### src/rtl/pipe_stage_skid_if.sv
// Valid/ready handshake bundle for one side of a pipeline stage.
// The producer drives valid/data and the consumer drives ready.
interface pipe_stage_skid_if #(
  parameter int DATA_W = 64
) ();
  logic              valid;
  logic [DATA_W-1:0] data;
  logic              ready;

  modport master (output valid, output data, input ready);
  modport slave  (input valid, input data, output ready);
endinterface

### src/rtl/pipe_stage_skid.sv
// Generic pipeline-stage register with an optional skid entry.
// It provides synchronous flush with bubble insertion, occupancy reporting
// and a saturating count of payloads killed by flush.
module pipe_stage_skid #(
  parameter int              DATA_W     = 64,
  parameter bit              SKID       = 1'b1,
  parameter logic [DATA_W-1:0] BUBBLE_VAL = {DATA_W{1'b0}},
  parameter int              DROP_W     = 8
) (
  input  logic              clk,
  input  logic              rst,
  input  logic              flush,
  pipe_stage_skid_if.slave  up,
  pipe_stage_skid_if.master dn,
  output logic [1:0]        occupancy,
  output logic [DROP_W-1:0] drop_cnt
);

  logic              r_main_valid;
  logic [DATA_W-1:0] r_main_data;
  logic              r_skid_valid;
  logic [DATA_W-1:0] r_skid_data;
  logic [1:0]        r_occ;
  logic [DROP_W-1:0] r_drop;

  logic              w_in_ready;
  logic              w_accept;
  logic              w_consume;
  logic              w_main_free;
  logic [1:0]        w_drop_inc;
  logic              w_main_valid_nxt;
  logic [DATA_W-1:0] w_main_data_nxt;
  logic              w_skid_valid_nxt;
  logic [DATA_W-1:0] w_skid_data_nxt;
  logic [1:0]        w_occ_nxt;
  logic [DROP_W-1:0] w_drop_nxt;

  // Add a small increment to the drop counter, clamping at all-ones.
  function automatic logic [DROP_W-1:0] sat_add(input logic [DROP_W-1:0] cnt,
                                                input logic [1:0]        inc);
    logic [DROP_W:0] sum;
    sum = (DROP_W+1)'(cnt) + (DROP_W+1)'(inc);
    if (sum[DROP_W]) begin
      sat_add = {DROP_W{1'b1}};
    end else begin
      sat_add = sum[DROP_W-1:0];
    end
  endfunction

  assign w_main_free = ~r_main_valid | dn.ready;
  assign w_accept    = up.valid & w_in_ready;
  assign w_consume   = r_main_valid & dn.ready;
  // Entries held minus the one leaving downstream this cycle; never negative
  // because a consume implies the main entry is valid.
  assign w_drop_inc  = {1'b0, r_main_valid} + {1'b0, r_skid_valid} - {1'b0, w_consume};

  // Upstream ready: registered skid-empty flag with two entries, else pass-through of main-free.
  always_comb begin
    w_in_ready = 1'b0;
    if (SKID) begin
      w_in_ready = ~r_skid_valid & ~flush;
    end else begin
      w_in_ready = w_main_free & ~flush;
    end
  end

  // Next-state for both entries and the drop counter; flush empties everything.
  always_comb begin
    w_main_valid_nxt = r_main_valid;
    w_main_data_nxt  = r_main_data;
    w_skid_valid_nxt = r_skid_valid;
    w_skid_data_nxt  = r_skid_data;
    w_drop_nxt       = r_drop;
    if (flush) begin
      w_main_valid_nxt = 1'b0;
      w_main_data_nxt  = BUBBLE_VAL;
      w_skid_valid_nxt = 1'b0;
      w_skid_data_nxt  = BUBBLE_VAL;
      w_drop_nxt       = sat_add(r_drop, w_drop_inc);
    end else if (w_main_free) begin
      // Skid is older than anything arriving now, so it refills main first.
      if (r_skid_valid) begin
        w_main_valid_nxt = 1'b1;
        w_main_data_nxt  = r_skid_data;
        w_skid_valid_nxt = 1'b0;
        w_skid_data_nxt  = BUBBLE_VAL;
      end else if (w_accept) begin
        w_main_valid_nxt = 1'b1;
        w_main_data_nxt  = up.data;
      end else begin
        w_main_valid_nxt = 1'b0;
        w_main_data_nxt  = BUBBLE_VAL;
      end
    end else if (SKID && w_accept) begin
      // Main is stalled; in_ready guarantees the skid is empty here.
      w_skid_valid_nxt = 1'b1;
      w_skid_data_nxt  = up.data;
    end else begin
      w_skid_valid_nxt = r_skid_valid;
      w_skid_data_nxt  = r_skid_data;
    end
    w_occ_nxt = {1'b0, w_main_valid_nxt} + {1'b0, w_skid_valid_nxt};
  end

  // Stage state registers; reset discards held entries without counting drops.
  always_ff @(posedge clk or negedge rst) begin
    if (!rst) begin
      r_main_valid <= 1'b0;
      r_main_data  <= BUBBLE_VAL;
      r_skid_valid <= 1'b0;
      r_skid_data  <= BUBBLE_VAL;
      r_occ        <= 2'd0;
      r_drop       <= {DROP_W{1'b0}};
    end else begin
      r_main_valid <= w_main_valid_nxt;
      r_main_data  <= w_main_data_nxt;
      r_skid_valid <= w_skid_valid_nxt;
      r_skid_data  <= w_skid_data_nxt;
      r_occ        <= w_occ_nxt;
      r_drop       <= w_drop_nxt;
    end
  end

  assign up.ready  = w_in_ready;
  assign dn.valid  = r_main_valid;
  assign dn.data   = r_main_data;
  assign occupancy = r_occ;
  assign drop_cnt  = r_drop;

endmodule
### src/flat_wrapper.sv
// flat-port wrapper written by rule: the top's interface ports become plain ports
module pipe_stage_skid_flat 
#(
  parameter int              DATA_W     = 64,
  parameter bit              SKID       = 1'b1,
  parameter logic [DATA_W-1:0] BUBBLE_VAL = {DATA_W{1'b0}},
  parameter int              DROP_W     = 8
)
  (clk, rst, flush, occupancy, drop_cnt, up_valid, up_data, up_ready, dn_valid, dn_data, dn_ready);
  pipe_stage_skid_if #(.DATA_W(DATA_W)) up_i ();
  pipe_stage_skid_if #(.DATA_W(DATA_W)) dn_i ();
  input  logic clk;
  input  logic rst;
  input  logic flush;
  output logic [1:0] occupancy;
  output logic [DROP_W-1:0] drop_cnt;
  input wire logic [$bits(up_i.valid)-1:0] up_valid;
  input wire logic [$bits(up_i.data)-1:0] up_data;
  output wire logic [$bits(up_i.ready)-1:0] up_ready;
  output wire logic [$bits(dn_i.valid)-1:0] dn_valid;
  output wire logic [$bits(dn_i.data)-1:0] dn_data;
  input wire logic [$bits(dn_i.ready)-1:0] dn_ready;
  assign up_i.valid = up_valid;
  assign up_i.data = up_data;
  assign up_ready = up_i.ready;
  assign dn_valid = dn_i.valid;
  assign dn_data = dn_i.data;
  assign dn_i.ready = dn_ready;
  pipe_stage_skid #(.DATA_W(DATA_W), .SKID(SKID), .BUBBLE_VAL(BUBBLE_VAL), .DROP_W(DROP_W)) u_core (.clk(clk), .rst(rst), .flush(flush), .up(up_i), .dn(dn_i), .occupancy(occupancy), .drop_cnt(drop_cnt));
endmodule
### config.mk
export PLATFORM = sky130hd
export DESIGN_NAME = pipe_stage_skid_flat
export DESIGN_NICKNAME = d
export VERILOG_FILES = /design/src/rtl/pipe_stage_skid_if.sv /design/src/rtl/pipe_stage_skid.sv /design/src/flat_wrapper.sv
export SDC_FILE = /design/constraint.sdc
export NUM_CORES = 1
export LEC_CHECK = 0
export CAP_MARGIN = 20
export CORE_ASPECT_RATIO = 1.75
export CORE_MARGIN = 1
export CORE_UTILIZATION = 45
export DETAILED_ROUTE_END_ITERATION = 8
export PLACE_DENSITY = 0.74
export SLEW_MARGIN = 30
export SYNTH_ARGS = -nofsm -noshare
export SYNTH_HDL_FRONTEND = slang
export SYNTH_SLANG_ARGS = --single-unit
### constraint.sdc
create_clock -name clk -period 2.62 [get_ports clk]
set_input_delay 0.655 -clock clk [delete_from_list [all_inputs] [get_ports clk]]
set_output_delay 0.655 -clock clk [all_outputs]
set_load 0.1 [all_outputs]
# [Yosys cells after proc, flatten, opt, wreduce, memory -nomap -nowiden]
# Cells that the tools add are included.
[op_classes] muxes=16 n_reduce_logical=3 add_sub_neg=4 bitwise=7 n_eq_ne=1
[ops] cell="2-to-1 mux 64 bit" n=8
[ops] cell="adder 8 x 2 -> 9 bit" n=1
[ops] cell="2-to-1 mux 8 bit" n=1
[ops] cell="2-to-1 mux 1 bit" n=7
[ops] cell="adder 1 x 1 -> 2 bit" n=2
[ops] cell="AND 1 bit" n=3
[ops] cell="!= test 3 x 2 -> 1 bit (second input constant)" n=1
[ops] cell="NOT 1 bit" n=3
[ops] cell="nonzero test 3 bit" n=1
[ops] cell="AND reduction 2 bit" n=1
[ops] cell="nonzero test 2 bit" n=1
[ops] cell="subtractor 2 x 1 -> 2 bit" n=1
[ops] cell="OR 1 bit" n=1
[word_totals] in_bits=69 word_cells=37 regBits=140 output_inout_bits=76

# [Depth between registers and ports, before layout]
# Gate-level depths: netlist (run 1).
[logic_depth] ltp_word=8 mapped_depth=11 mapped_depth_nobuf=9

# [Least setup slack after synthesis (run 1)]
# OpenSTA, ideal clock, no wires.
[synth_timing] path_kind="input to register" startpoint="in flush" endpoint="reg u_core.r_skid_data[10]" arrival_ps=2907 setup_ps=66 stages=6 required_ps=2554 slack_ps=-353 path_buffers=3 path_cell_list="buf_4 nor2_1 and2_1 buf_2 buf_2 a32o_2"
[synth_between] elab_chain_len=5 elab_cells_between_ends=7 cone_classes="eq/ne (1); mux (1); bitwise (3); reduce/logical (2)"
[synth_rtl] element="from (decl)" line="flat_wrapper.sv:14" text="input logic flush;"
[synth_rtl] element="NOT 1 bit" line="pipe_stage_skid.sv:61" text="w_in_ready = ~r_skid_valid & ~flush;"
[synth_rtl] element="AND 1 bit" line="pipe_stage_skid.sv:61"
[synth_rtl] element="net up_ready" line="flat_wrapper.sv:19" text="output wire logic [$bits(up_i.ready)-1:0] up_ready;"
[synth_rtl] element="AND 1 bit" line="pipe_stage_skid.sv:51" text="assign w_accept = up.valid & w_in_ready;"
[synth_rtl] element="nonzero test 3 bit (no line)"
[synth_rtl] element="AND reduction 2 bit (no line)"
[synth_rtl] element="to (signal assigned)" line="pipe_stage_skid.sv:118" text="r_skid_data <= w_skid_data_nxt;"
[synth_rtl] element="to (decl)" line="pipe_stage_skid.sv:22" text="logic [DATA_W-1:0] r_skid_data;"
# The timed path passes the listed nets, and every way through them passes these cells.
# A chain may end at the register's enable or synchronous reset.

# [Worst setup path in the final report (run 1)]
[layout_timing] startpoint="in dn_ready" endpoint="reg u_core.r_drop[3], in the netlist u_core.drop_cnt[3]"
[layout_between] elab_chain_len=4
[layout_rtl] element="from (decl)" line="flat_wrapper.sv:22" text="input wire logic [$bits(dn_i.ready)-1:0] dn_ready;"
[layout_rtl] element="AND 1 bit" line="pipe_stage_skid.sv:52" text="assign w_consume = r_main_valid & dn.ready;"
[layout_rtl] element="subtractor 2 x 1 -> 2 bit" line="pipe_stage_skid.sv:55" text="assign w_drop_inc = {1'b0, r_main_valid} + {1'b0, r_skid_valid} - {1'b0, w_consume};"
[layout_rtl] element="adder 8 x 2 -> 9 bit" line="pipe_stage_skid.sv:42" text="sum = (DROP_W+1)'(cnt) + (DROP_W+1)'(inc);"
[layout_rtl] element="2-to-1 mux 8 bit" line="pipe_stage_skid.sv:43" text="if (sum[DROP_W]) begin"
[layout_rtl] element="to (signal assigned)" line="pipe_stage_skid.sv:113" text="r_drop <= {DROP_W{1'b0}};"
[layout_rtl] element="to (signal assigned)" line="pipe_stage_skid.sv:120" text="r_drop <= w_drop_nxt;"
[layout_rtl] element="to (decl)" line="pipe_stage_skid.sv:24" text="logic [DROP_W-1:0] r_drop;"
# No other way between the ends.

==> results of run 1 <==
==> registers in the layout (all words and copies together), names as in the netlist <==
name	flops
u_core.r_skid_data	64
u_core.r_skid_valid	1
u_core.occupancy	2
u_core.dn.data	64
u_core.drop_cnt	8
u_core.dn.valid	1
==> kinds of logic after synthesis <==
logic type | count (synthesis) | synth area share (%)
AO/OA/AOI/OAI | 201 | 26.3
adder cells (fa/ha/maj) | 5 | 1.20
buffers and inverters | 54 | 5.21
flip-flops | 140 | 60.1
multiplexers | 5 | 0.880
AND/OR/NAND/NOR | 89 | 6.31
==> per-layer routing <==
metal  vias to the layer above  track usage (%)
met1                      2342             25.4
li1                       2125                -
met2                       164             36.0
met5                         -                0
met4                         0             13.7
met3                        42             4.60
==> per-stage QoR <==
step	instance area [sq um]	util, %	power (mW)
2_1_floorplan	5840	-	3.00
3_3_place_gp	7210	57.4	3.32
3_5_place_dp	7210	57.4	3.35
4_1_cts	7820	62.2	5.79
5_1_grt	7820	62.2	5.95
6_report	7820	62.2	5.74
==> Yosys cell counts, types with 2 or more instances <==
cell / instances / area (sq um)
nor3_1: 2 / 10.0
a32o_2: 22 / 248
and3_1: 3 / 18.8
o21a_1: 2 / 15.0
buf_2: 15 / 75.1
clkbuf_1: 21 / 78.8
nand2b_1: 2 / 12.5
buf_6: 7 / 78.8
nand3_1: 4 / 20.0
dfrtp_1: 140 / 3500
ha_1: 4 / 50.1
buf_4: 8 / 60.1
mux2i_1: 4 / 40.0
a32o_1: 42 / 420
o21ai_0: 66 / 330
nor2_1: 6 / 22.5
a22oi_1: 64 / 480
a21oi_1: 4 / 20.0
inv_1: 2 / 7.51
nand2_1: 69 / 259
==> power by group through the flow <==
stage                     clock, mW  combinational (mW)  sequential, mW
final                          2.44               0.994            2.31
after global routing           2.59                1.05            2.31
after CTS                      2.48                1.00            2.31
after detailed placement          0                1.00            2.34
after global placement            0               0.985            2.34
after floorplan                   0               0.217            2.78
==> worst paths after layout <==
path	to	cells past startpoint
max reg2reg	u_core.drop_cnt[3]	10
max	u_core.drop_cnt[3]	11
min in group clk	u_core.dn.data[11]	2
min	u_core.dn.data[23]	1
min reg2reg	u_core.dn.data[11]	2
max in group asynchronous	u_core.r_skid_valid	2
==> layout make-up <==
cell class | instances | area, sq um
clock buffers | 19 | 443
clock inverters | 13 | 166
fillers | 1020 | 4750
inverters | 2 | 7.51
multi-input cells | 300 | 2040
flip-flops and latches | 140 | 3510
well taps | 168 | 210
repair buffers | 159 | 1440
==> critical path, stage by stage <==
cell	delay, ps
clkdlybuf4s50_1	460
nand2b_1	120
inv_1	50
ha_1	270
ha_2	190
fa_1	410
and3_1	210
buf_4	160
nand3_1	80
nand3_1	80
o21a_1	120
==> impl_metrics.yaml, run 1 <==
cells_and_area:
  fin_cells: 801
  layout_commonest_cell: "dfrtp_1"
  n_antenna_cell: 0
  drive_gt1_share_pct: 24.5
  fin_nets: 694
  mostFrequentLayoutCells: "138 x dfrtp_1, 85 x buf_4, 69 x nand2_1"
  syn_to_final_growth_pct: 34.1
global_routing:
  overflow: 0
  grt_max_degree: 69
  grt_pass1_vias: 4821
  grt_first_pass_wirelength_um: 22900
  track_usage_pct: 21.9
  grt_antenna_before_repair: 0
yosys:
  seq_area_frac_synth_pct: 60.1
  synthesis.nets: 568
  synth-async-reset-ratio_pct: 100
  syn_inst: 494
  ys.flop_type: "dfrtp_1"
  synthDistinctLibCells: 27
  synth_warnings: 0
  ys_seq_elements: 140
  syn_avg_cell_area_sq_um: 11.8
  synth-edff-count: 0
  netlist_area_sq_um: 5830
timing:
  min_period_over_period_pct: 95.7
  rsz0062_at_grt: "false"
  worst_slew_pin_slew_ps: 798
  setup-violations-final: 0
  slew_violations: 0
  skew_ps: 6.33
  slew_headroom_pct: 46.8
  hold_ws_ps: 226
  worst_slack_ps: 113
  setup_tns_ps: 0
  max_freq_ghz: 0.399
  final-hold-violation-count: 0
  finalCriticalPeriod_ps: 2510
detailed_routing:
  wire_per_inst_um: 17.6
  top_layer: "met4"
  first_pass_iters: 5
  met1Wirelength_um: 5300
  drtAntennaViolNets: 0
  dr_wl_met3_um: 693
  routed_via_density: 5.83
  drc: 0
  num_vias: 4673
  met2WireLength_um: 7420
  drt_wl_total_um: 14100
  first_iter_violations: 308
die:
  core_sq_um: 12600
  die_w_um: 88.0
  chipHeight_um: 153
  fp-row-count: 54
  die-area_sq_um: 13400
  ios: 145
  start_util_pct: 46.4
place:
  dpl.hpwl_um: 9170
  dpl.cell_count: 769
  gp_congestion: 0.827
  pre_cts_ws_ps: -300
  place.port_buffers: 144
clock_tree:
  htreeDepth: 4
  postCtsSetupBuffers: 0
  cts-hold-fix-buffers: 0
  clkTransAtPathRegs_ps: 60
  cts_tree: "yes"
  clock_sinks: 140
  cts_max_path_buffers: 2
  root_buffer: "clkbuf_16"
  ctsResizeCount: 0
  cts_made_buffers: 17
  clock_latency_ps: 410
power_and_ir_drop:
  netSwitchingFraction_pct: 29.8
  switching_power_mw: 1.71
  ir_drop_v: 0.000450
  combinationalPowerShare_pct: 17.3
  p_clk_share_pct: 42.6
  intPower_mw: 4.03
  p_leak_nw: 3.59
  p_per_area_nw_per_um2: 735
  power_frac_seq_pct: 40.1
worst_setup_path:
  critPathArrivalTime_ps: 2810
  r2r_start: "u_core.dn.valid"
  worstSetupStartpointType: "primary input"
  critical_path_required_ps: 2920
  ff2ff_setup_slack_ps: 450
  critPathMaxFanout: 4
  crit_path_end_kind: "flop"
  crit_type: "primary input to flop"
  crit_path_start: "dn_ready"
job:
  maxCapViolations: 0
status:
  status: "finished, final reports clean"
worst_hold_path:
  holdCritPathClass: "primary input to asynchronous set/reset pin"
Power figures use the tool's default switching activity.
==> run 2, diff against run 1 <==
--- a/config.mk
+++ b/config.mk
@@ -13,3 +13,2 @@
 export PLACE_DENSITY = 0.74
-export SLEW_MARGIN = 30
 export SYNTH_ARGS = -nofsm -noshare
==> constraint.sdc (replaced) <==
create_clock -name clk -period 2.62 [get_ports clk]
set_input_delay 0.393 -clock clk [delete_from_list [all_inputs] [get_ports clk]]
set_output_delay 0.393 -clock clk [all_outputs]
set_load 0.1 [all_outputs]
==> run 2 against run 1 <==
Effect of this change:
- global-route usage rose by 0.39 points
- register-to-register slack barely moved
- clock skew barely moved
- non-clock buffer count unchanged
- critical endpoint is now u_core.drop_cnt[5]
- wire length up 3.1%
- core utilization increased by 0.29 points
- hold slack improved by 230 ps
==> impl_metrics.yaml, run 2 (synthesis results as in run 1) <==
worst_setup_path:
  worstSetupStartpointType: "primary input"
  critPathMaxFanout: 5
  critical_path_required_ps: 2910
  crit_path_end_kind: "flop"
  cp_slowest_cell: "clkdlybuf4s50_1"
  crit_top_cell: "ha_1"
  critPathTopFamily: "adder cells"
  cp_slowest_stage_delay_ps: 440
  crit_type: "primary input to flop"
  path_cells: "clkdlybuf4s50_1 -> nand2b_1 -> inv_1 -> ha_1 -> ha_1 -> fa_1 -> and3_1 -> buf_4 -> nand2_1 -> nand3_1 -> o21a_1"
  critPathArrivalTime_ps: 2540
  cp.buffers_inverters: 3
place:
  gp_congestion: 0.808
  dpl.hpwl_um: 9320
  pre_cts_ws_ps: -52.2
  place.port_buffers: 144
global_routing:
  grt_pass1_vias: 4659
  grt_first_pass_wirelength_um: 23100
  track_usage_pct: 22.3
  overflow: 0
  grt_max_degree: 75
  grt_antenna_before_repair: 1
worst_hold_path:
  holdCritPathClass: "primary input to asynchronous set/reset pin"
clock_tree:
  clock_latency_ps: 400
  htreeDepth: 4
  clock_sinks: 140
  ctsResizeCount: 0
  clkTransAtPathRegs_ps: 60
  cts_tree: "yes"
  cts_made_buffers: 17
  cts_max_path_buffers: 2
  postCtsSetupBuffers: 0
  root_buffer: "clkbuf_16"
cells_and_area:
  fin_nets: 694
  regArea_sq_um: 3510
  syn_to_final_growth_pct: 34.7
  layout_commonest_cell: "dfrtp_1"
  multi_input_area_sq_um: 2040
  num-fill-cells: 1024
  drive_gt1_share_pct: 24.1
  mostFrequentLayoutCells: "138 x dfrtp_1, 84 x buf_4, 69 x nand2_1"
timing:
  finalCriticalPeriod_ps: 2250
  slew_headroom_pct: 45.3
  min_period_over_period_pct: 85.9
  skew_ps: 6.68
  worst_slack_ps: 369
  worst_slew_pin_slew_ps: 820
  hold_ws_ps: 453
  rsz0062_at_grt: "false"
  max_freq_ghz: 0.444
  slew_violations: 0
  final-hold-violation-count: 0
  setup-violations-final: 0
die:
  die_w_um: 88.0
  start_util_pct: 46.4
  die-area_sq_um: 13400
  fp-row-count: 54
  chipHeight_um: 153
  ios: 145
  core_sq_um: 12600
detailed_routing:
  drtAntennaViolNets: 0
  num_vias: 4656
  drc: 0
  drt_wl_total_um: 14500
  routed_via_density: 5.81
  first_pass_iters: 5
  first_iter_violations: 258
  wire_per_inst_um: 18.1
job:
  maxCapViolations: 0
power_and_ir_drop:
  ir_drop_v: 0.000666
  p_per_area_nw_per_um2: 751
  p_leak_nw: 3.61
status:
  status: "finished, final reports clean"
[run 2: repair_timing]
action | 4_1_cts | 5_1_grt
endpoints found under the setup margin | 0 | 0
hold buffers | 1 | 0
hold endpoints to repair | 32 | 0
[run 2: layer usage]
metal  vias to the layer above  GRT usage [%]  wire length [um]
met5                         -              0                 0
met4                         0           10.5               320
met3                        21           4.33               683
met2                       155           38.3              8140
met1                      2361           26.0              5390
li1                       2119              -                 -
[run 2: stage by stage]
step / instance area (sq um) / cells / power [mW] / utilization (%) / TNS, ps
2_1_floorplan: 5830 / 494 / 3.00 / - / -40.7
3_3_place_gp: 7190 / 768 / 3.32 / 57.2 / 0
3_5_place_dp: 7190 / 768 / 3.35 / 57.2 / -133
4_1_cts: 7850 / 800 / 5.96 / 62.5 / 0
5_1_grt: 7850 / 801 / 6.09 / 62.5 / 0
6_report: 7850 / 801 / 5.90 / 62.5 / 0
[run 2: worst register-to-register path, stage by stage, from the launching register on]
cell and delay [ps]:
dfrtp_2 390, nand2b_1 90, inv_1 50, ha_1 270
ha_1 230, fa_1 410, and3_1 190, buf_4 150
nand2_1 90, nand3_1 80, o21a_1 110
[run 2: where the power goes]
part | internal (mW) | switching [mW] | total [mW]
clock network | 1.70 | 0.901 | 2.60
logic | 0.268 | 0.728 | 0.996
registers | 2.24 | 0.0673 | 2.31
total | 4.20 | 1.70 | 5.90
[run 2: path summary, 6_finish.rpt]
path / slack [ps] / startpoint / cells after the start / to
max in group asynchronous: 1320 / rst / 3 / u_core.dn.valid
min in group clk: 480 / u_core.dn.data[54] / 2 / u_core.dn.data[54]
hold reg to reg: 480 / u_core.dn.data[54] / 2 / u_core.dn.data[54]
setup reg to reg: 440 / u_core.dn.valid / 10 / u_core.drop_cnt[5]
setup / recovery: 370 / dn_ready / 11 / u_core.drop_cnt[5]
hold / removal: 450 / rst / 2 / u_core.dn.data[27]
[run 2: area by class of cell]
type	instances	share of cell area, %
Antenna cell	1	0.0319
Inverter	2	0.0956
Timing Repair Buffer	159	18.4
Sequential cell	140	44.6
Clock buffer	18	5.46
Tap cell	168	2.68
Clock inverter	13	2.77
Multi-Input combinational cell	300	26.0
